[config.mk]
export PLATFORM = sky130hd
export DESIGN_NAME = i2s_tx_master_flat
export DESIGN_NICKNAME = d
export VERILOG_FILES = /design/src/rtl/i2s_tx_master_if.sv /design/src/rtl/i2s_tx_master.sv /design/src/flat_wrapper.sv
export SDC_FILE = /design/constraint.sdc
export NUM_CORES = 1
export LEC_CHECK = 0
export CAP_MARGIN = 20
export CORE_AREA = 2 2 93 139
export DETAILED_ROUTE_END_ITERATION = 10
export DIE_AREA = 0 0 95 141
export GPL_ROUTABILITY_DRIVEN = 0
export HOLD_SLACK_MARGIN = 0.1
export PLACE_DENSITY = 0.88
export SYNTH_ARGS = -nofsm -noshare
export SYNTH_HDL_FRONTEND = slang
export SYNTH_SLANG_ARGS = --single-unit
[constraint.sdc]
create_clock -name lmmi_clk_i -period 3.5 [get_ports lmmi_clk_i]
set_input_delay 0.7 -clock lmmi_clk_i [delete_from_list [all_inputs] [get_ports lmmi_clk_i]]
set_output_delay 0.7 -clock lmmi_clk_i [all_outputs]
set_load 0.02 [all_outputs]
[src/rtl/i2s_tx_master_if.sv]
// Sample handshake between the filter-bank output stage and the I2S transmitter.
// One stereo frame (left/right) is offered per valid/ready transfer.
interface i2s_tx_master_if #(
    parameter int DATA_W = 24
) ();
    logic [DATA_W-1:0] left_i;
    logic [DATA_W-1:0] right_i;
    logic              sample_valid_i;
    logic              sample_ready_o;

    modport master (
        output left_i,
        output right_i,
        output sample_valid_i,
        input  sample_ready_o
    );

    modport slave (
        input  left_i,
        input  right_i,
        input  sample_valid_i,
        output sample_ready_o
    );
endinterface

[src/rtl/i2s_tx_master.sv]
// I2S master transmitter: SCK/WS generation and MSB-first stereo serializer.
// Define I2S_TX_MUTE_ON_UNDERRUN_EN to send silence instead of repeating the last frame on underrun.
module i2s_tx_master #(
    parameter int CLK_DIV = 4,
    parameter int DATA_W  = 24,
    parameter int SLOT_W  = 32
) (
    input  logic           lmmi_clk_i,
    input  logic           reset_i,
    input  logic           enable_i,
    i2s_tx_master_if.slave smp,
    output logic           i2s_sck_o,
    output logic           i2s_ws_o,
    output logic           i2s_sd_o,
    output logic           frame_start_o,
    output logic           underrun_o,
    output logic           busy_o
);
    localparam int FRAME = 2 * SLOT_W;
    localparam int BW    = $clog2(FRAME);
    localparam int CW    = (CLK_DIV > 1) ? $clog2(CLK_DIV) : 1;

    localparam logic [BW-1:0] LAST  = BW'(FRAME - 1);
    localparam logic [BW-1:0] WS_LO = BW'(SLOT_W - 1);
    localparam logic [BW-1:0] WS_HI = BW'(FRAME - 2);
    localparam logic [BW-1:0] L_HI  = BW'(DATA_W - 1);
    localparam logic [BW-1:0] R_LO  = BW'(SLOT_W);
    localparam logic [BW-1:0] R_HI  = BW'(SLOT_W + DATA_W - 1);
    localparam logic [CW-1:0] DV_TC = CW'(CLK_DIV - 1);

    typedef enum logic [1:0] {
        IDLE,
        RUN,
        DRAIN
    } state_e;

    state_e            state_q, state_d;
    logic [CW-1:0]     div_q, div_d;
    logic [BW-1:0]     bit_q, bit_d;
    logic              sck_q, sck_d;
    logic              ws_q, ws_d;
    logic              sd_q, sd_d;
    logic              fs_q, fs_d;
    logic              ur_q, ur_d;
    logic              hold_full_q, hold_full_d;
    logic [DATA_W-1:0] hold_l_q, hold_l_d;
    logic [DATA_W-1:0] hold_r_q, hold_r_d;
    logic [DATA_W-1:0] last_l_q, last_l_d;
    logic [DATA_W-1:0] last_r_q, last_r_d;
    logic [DATA_W-1:0] cur_l_q, cur_l_d;
    logic [DATA_W-1:0] cur_r_q, cur_r_d;

    logic              tc;
    logic              fall;
    logic              accept;
    logic [BW-1:0]     bit_nxt;
    logic              run_clk;
    logic [DATA_W-1:0] lsh;
    logic [DATA_W-1:0] rsh;

    assign tc      = (div_q == DV_TC);
    assign fall    = tc && sck_q;
    assign accept  = smp.sample_valid_i && !hold_full_q;
    assign bit_nxt = (bit_q == LAST) ? '0 : bit_q + 1'b1;

    always_comb begin
        state_d     = state_q;
        div_d       = div_q;
        bit_d       = bit_q;
        sck_d       = sck_q;
        ws_d        = ws_q;
        sd_d        = sd_q;
        fs_d        = 1'b0;
        ur_d        = 1'b0;
        hold_full_d = hold_full_q;
        hold_l_d    = hold_l_q;
        hold_r_d    = hold_r_q;
        last_l_d    = last_l_q;
        last_r_d    = last_r_q;
        cur_l_d     = cur_l_q;
        cur_r_d     = cur_r_q;
        run_clk     = 1'b0;
        lsh         = '0;
        rsh         = '0;

        unique case (state_q)
            IDLE: begin
                sck_d = 1'b0;
                ws_d  = 1'b0;
                sd_d  = 1'b0;
                div_d = '0;
                bit_d = LAST;
                if (enable_i) state_d = RUN;
            end
            RUN: begin
                run_clk = 1'b1;
                if (!enable_i) state_d = DRAIN;
            end
            DRAIN: begin
                run_clk = 1'b1;
                if (enable_i) begin
                    state_d = RUN;
                end else if (fall && bit_q == LAST) begin
                    // Last bit of the frame has been held for a full SCK: stop here.
                    state_d = IDLE;
                    run_clk = 1'b0;
                    sck_d   = 1'b0;
                    ws_d    = 1'b0;
                    sd_d    = 1'b0;
                    div_d   = '0;
                end
            end
            default: state_d = IDLE;
        endcase

        if (run_clk) begin
            div_d = tc ? '0 : div_q + 1'b1;
            if (tc) sck_d = !sck_q;
            if (fall) begin
                bit_d = bit_nxt;
                if (bit_q == LAST) begin
                    fs_d = 1'b1;
                    if (hold_full_q) begin
                        cur_l_d     = hold_l_q;
                        cur_r_d     = hold_r_q;
                        last_l_d    = hold_l_q;
                        last_r_d    = hold_r_q;
                        hold_full_d = 1'b0;
                    end else begin
                        ur_d = 1'b1;
`ifdef I2S_TX_MUTE_ON_UNDERRUN_EN
                        cur_l_d = '0;
                        cur_r_d = '0;
`else
                        cur_l_d = last_l_q;
                        cur_r_d = last_r_q;
`endif
                    end
                end
                lsh  = cur_l_d << bit_nxt;
                rsh  = cur_r_d << (bit_nxt - R_LO);
                ws_d = (bit_nxt >= WS_LO) && (bit_nxt <= WS_HI);
                sd_d = 1'b0;
                if (bit_nxt <= L_HI) begin
                    sd_d = lsh[DATA_W-1];
                end else if (bit_nxt >= R_LO && bit_nxt <= R_HI) begin
                    sd_d = rsh[DATA_W-1];
                end
            end
        end

        // A frame taken on an empty-buffer boundary waits for the next frame.
        if (accept) begin
            hold_l_d    = smp.left_i;
            hold_r_d    = smp.right_i;
            hold_full_d = 1'b1;
        end
    end

    always_ff @(posedge lmmi_clk_i) begin
        if (reset_i) begin
            state_q     <= IDLE;
            div_q       <= '0;
            bit_q       <= LAST;
            sck_q       <= 1'b0;
            ws_q        <= 1'b0;
            sd_q        <= 1'b0;
            fs_q        <= 1'b0;
            ur_q        <= 1'b0;
            hold_full_q <= 1'b0;
            hold_l_q    <= '0;
            hold_r_q    <= '0;
            last_l_q    <= '0;
            last_r_q    <= '0;
            cur_l_q     <= '0;
            cur_r_q     <= '0;
        end else begin
            state_q     <= state_d;
            div_q       <= div_d;
            bit_q       <= bit_d;
            sck_q       <= sck_d;
            ws_q        <= ws_d;
            sd_q        <= sd_d;
            fs_q        <= fs_d;
            ur_q        <= ur_d;
            hold_full_q <= hold_full_d;
            hold_l_q    <= hold_l_d;
            hold_r_q    <= hold_r_d;
            last_l_q    <= last_l_d;
            last_r_q    <= last_r_d;
            cur_l_q     <= cur_l_d;
            cur_r_q     <= cur_r_d;
        end
    end

    assign smp.sample_ready_o = !hold_full_q;
    assign i2s_sck_o          = sck_q;
    assign i2s_ws_o           = ws_q;
    assign i2s_sd_o           = sd_q;
    assign frame_start_o      = fs_q;
    assign underrun_o         = ur_q;
    assign busy_o             = (state_q != IDLE);
endmodule

[src/flat_wrapper.sv]
// flat-port wrapper written by rule: the top's interface ports become plain ports
module i2s_tx_master_flat 
#(
    parameter int CLK_DIV = 4,
    parameter int DATA_W  = 24,
    parameter int SLOT_W  = 32
)
  (lmmi_clk_i, reset_i, enable_i, i2s_sck_o, i2s_ws_o, i2s_sd_o, frame_start_o, underrun_o, busy_o, smp_left_i, smp_right_i, smp_sample_valid_i, smp_sample_ready_o);
  i2s_tx_master_if #(.DATA_W(DATA_W)) smp_i ();
  input  logic lmmi_clk_i;
  input  logic reset_i;
  input  logic enable_i;
  output logic i2s_sck_o;
  output logic i2s_ws_o;
  output logic i2s_sd_o;
  output logic frame_start_o;
  output logic underrun_o;
  output logic busy_o;
  input wire logic [$bits(smp_i.left_i)-1:0] smp_left_i;
  input wire logic [$bits(smp_i.right_i)-1:0] smp_right_i;
  input wire logic [$bits(smp_i.sample_valid_i)-1:0] smp_sample_valid_i;
  output wire logic [$bits(smp_i.sample_ready_o)-1:0] smp_sample_ready_o;
  assign smp_i.left_i = smp_left_i;
  assign smp_i.right_i = smp_right_i;
  assign smp_i.sample_valid_i = smp_sample_valid_i;
  assign smp_sample_ready_o = smp_i.sample_ready_o;
  i2s_tx_master #(.CLK_DIV(CLK_DIV), .DATA_W(DATA_W), .SLOT_W(SLOT_W)) u_core (.lmmi_clk_i(lmmi_clk_i), .reset_i(reset_i), .enable_i(enable_i), .smp(smp_i), .i2s_sck_o(i2s_sck_o), .i2s_ws_o(i2s_ws_o), .i2s_sd_o(i2s_sd_o), .frame_start_o(frame_start_o), .underrun_o(underrun_o), .busy_o(busy_o));
endmodule
==> results.sh <==
export IMPL_outcome="complete, no violations"
export IMPL_clkTransAtPathRegs_ns=0.06
export IMPL_crit_end="u_core.i2s_sd_o"
export IMPL_finalNonFillerCells=1007
export IMPL_dr_pass1_iters=5
export IMPL_finalWirelength_um=15600
export IMPL_die_h_um=141
export IMPL_final_setup_viol_count=0
export IMPL_worst_slew_pin_slew_ns=0.716
export IMPL_num_fill_cells=904
export IMPL_pre_cts_slack_ns=0.606
export IMPL_reg2regPathDepth=8
export IMPL_fin_crit_ns=2.77
export IMPL_start_kind="flip-flop"
export IMPL_core_area_um2=12300
export IMPL_cts_root_buf="clkbuf_16"
export IMPL_grt_usage=0.242
export IMPL_max_freq_mhz=361
export IMPL_use_met2=0.423
export IMPL_grt_ovfl_total=0
export IMPL_wl_per_cell_um=15.5
export IMPL_drv_slew=0
export IMPL_final_nets=898
export IMPL_fin_setup_tns_ns=0
export IMPL_cts_resized=0
export IMPL_layout_drive_gt1_share=0.0811
export IMPL_ys_warn_count=0
export IMPL_postSynthAreaPerCell_um2=8.57
export IMPL_reg2reg_slack_ns=0.73
export IMPL_required_ns=3.81
export IMPL_htreeDepth=4
export IMPL_maxCapViolations=0
export IMPL_path_class="flip-flop to flip-flop"
export IMPL_rsz0062_at_grt="no"
export IMPL_finalPower_mw=3.97
export IMPL_p_per_area_nw_per_um2=487
export IMPL_synthDistinctLibCells=49
export IMPL_cts_buffer_depth=2
export IMPL_worstPathArrival_ns=3.08
export IMPL_yosysSeqAreaShare=0.462
export IMPL_utilization=0.661
export IMPL_numCtsBuffers=17
export IMPL_placed_area_um2=7570
export IMPL_final_common_cell="nand2_1"
export IMPL_hold_violations=0
export IMPL_synth_area_um2=6930
export IMPL_via_per_inst=5.77
export IMPL_setup_ws_ns=0.730
export IMPL_critPathLaunch="u_core.bit_q[0]"
export IMPL_drt_iter0_markers=390
export IMPL_dieArea_um2=13400
export IMPL_grt_pass1_wl_um=25700
export IMPL_slew_headroom=0.520
export IMPL_ir_drop_mv=0.442
export IMPL_cts_sinks=160
export IMPL_finalCritPeriodShare=0.791
export IMPL_finalInstanceArea_um2=8150
export IMPL_synth_top_flop_cell="dfxtp_1"
export IMPL_cts_tree="yes"
export IMPL_start_util=0.563
export IMPL_postCtsSetupRepairBufs=0
export IMPL_yosys_register_bits=160
export IMPL_gr_max_usage_layer="met2"
export IMPL_rows=50
export IMPL_reg2reg_to="u_core.i2s_sd_o"
export IMPL_fp_dieW_um=95
export IMPL_synth_edf_count=0
export IMPL_grt_max_degree=102
export IMPL_io_buffers=58
export IMPL_netlist_instances=809
export IMPL_ctsHoldBuffers=0
export IMPL_drc_errors=0
export IMPL_dp_cells=975
export IMPL_cp_max_fo=11
export IMPL_power_leakage_nw=2.90
export IMPL_crit_path_end_kind="flip-flop"
export IMPL_clkLatencyLatePin_ns=0.42
export IMPL_ant_nets=0
export IMPL_num_io_pins=59
export IMPL_antenna_found_initial=0
export IMPL_num_antenna_cells=0
export IMPL_grt_pass1_vias=5531
export IMPL_syn2layout_area_growth_pct=17.5
export IMPL_synth_nets=869
export IMPL_r2r_start="u_core.bit_q[0]"
export IMPL_met1_usage=0.281
export IMPL_grt_use_met3=0.0497
export IMPL_finalClockSkew_ns=0.00698
export IMPL_dpl_hpwl_um=9700
export IMPL_hold_class="flip-flop to flip-flop"
export IMPL_holdWs_ns=0.454
export IMPL_async_flop_share=0
export IMPL_final_cell_mix="nand2_1, dfxtp_1, a21oi_1"
export IMPL_vias=5811
[Yosys cell counts, drive strengths merged, types with 4 or more instances]
master / instances / area share
a211oi: 50 / 0.054
a21oi: 106 / 0.077
and2: 8 / 0.0074
buf: 25 / 0.020
clkbuf: 37 / 0.020
dfxtp: 160 / 0.46
ha: 8 / 0.014
inv: 10 / 0.0054
mux2i: 57 / 0.082
mux4: 12 / 0.039
nand2: 206 / 0.11
nand3: 10 / 0.0072
nand4: 5 / 0.0045
nor2: 53 / 0.029
nor3: 9 / 0.0065
o21a: 4 / 0.0043
o21ai: 9 / 0.0065
o311ai: 4 / 0.0051
xnor2: 5 / 0.0074
[critical path: stages (launching register included)]
cell       delay (ns)
dfxtp_1          0.62
inv_1            0.19
ha_1             0.55
buf_4            0.27
mux4_2           0.33
or2_2            0.29
o2111ai_1        0.20
or4_1            0.14
nand3_1          0.06
[registers in the layout, indices dropped and copies added (netlist names)]
register and flops:
u_core.cur_r_q 24, u_core.last_l_q 24, u_core.state_q 2, u_core.hold_r_q 24, u_core.i2s_ws_o 1, u_core.i2s_sck_o 1
u_core.last_r_q 24, u_core.div_q 2, u_core.cur_l_q 24, u_core.frame_start_o 1, u_core.hold_full_q 1, u_core.bit_q 6
u_core.i2s_sd_o 1, u_core.hold_l_q 24, u_core.underrun_o 1
[routing by layer]
| metal | wire, µm | part of all wire | up-vias |
|---|---|---|---|
| li1 | - | - | 2858 |
| met1 | 6410 | 0.41 | 2749 |
| met2 | 8160 | 0.52 | 167 |
| met3 | 570 | 0.037 | 37 |
| met4 | 434 | 0.028 | 0 |
| met5 | 0 | 0 | - |
[cells by family (layout without fill, tap and decap cells)]
| kind of cell | count (synthesis) | in the layout | synth area share |
|---|---|---|---|
| AND/OR/NAND/NOR | 304 | 304 | 0.181 |
| multiplexers | 70 | 70 | 0.123 |
| XOR/XNOR | 6 | 6 | 0.00866 |
| buffers and inverters | 72 | 114 | 0.0458 |
| flip-flops | 160 | 160 | 0.462 |
| AO/OA/AOI/OAI | 189 | 189 | 0.165 |
| adder cells (fa/ha/maj) | 8 | 8 | 0.0144 |
[report_power, final]
group | leakage, nW | switching (mW) | internal, mW
logic | 1.32 | 0.150 | 0.132
registers | 1.30 | 0.0385 | 1.86
clock network | 0.284 | 0.746 | 1.04
total | 2.90 | 0.935 | 3.03
[worst min-delay path by stage]
stage                        start  slack [ns]                   to  cells past startpoint
2_1_floorplan   u_core.last_l_q[0]        0.44   u_core.last_l_q[0]                      2
3_3_place_gp    u_core.last_l_q[8]        0.44   u_core.last_l_q[8]                      2
3_5_place_dp   u_core.last_r_q[17]        0.45  u_core.last_r_q[17]                      2
4_1_cts        u_core.last_r_q[17]        0.45  u_core.last_r_q[17]                      2
5_1_grt        u_core.last_r_q[23]        0.47  u_core.last_r_q[23]                      2
6_report       u_core.last_r_q[17]        0.45  u_core.last_r_q[17]                      2
[cell type report]
class | count | area (µm²) | share of cell area
sequential | 160 | 3200 | 0.393
timing repair buffer | 72 | 708 | 0.0869
clock buffer | 21 | 470 | 0.0577
inverter | 10 | 37.5 | 0.00461
tap | 156 | 195 | 0.0240
multi-input combinational | 577 | 3430 | 0.421
clock inverter | 11 | 105 | 0.0129
Power figures use the tool's default switching activity.
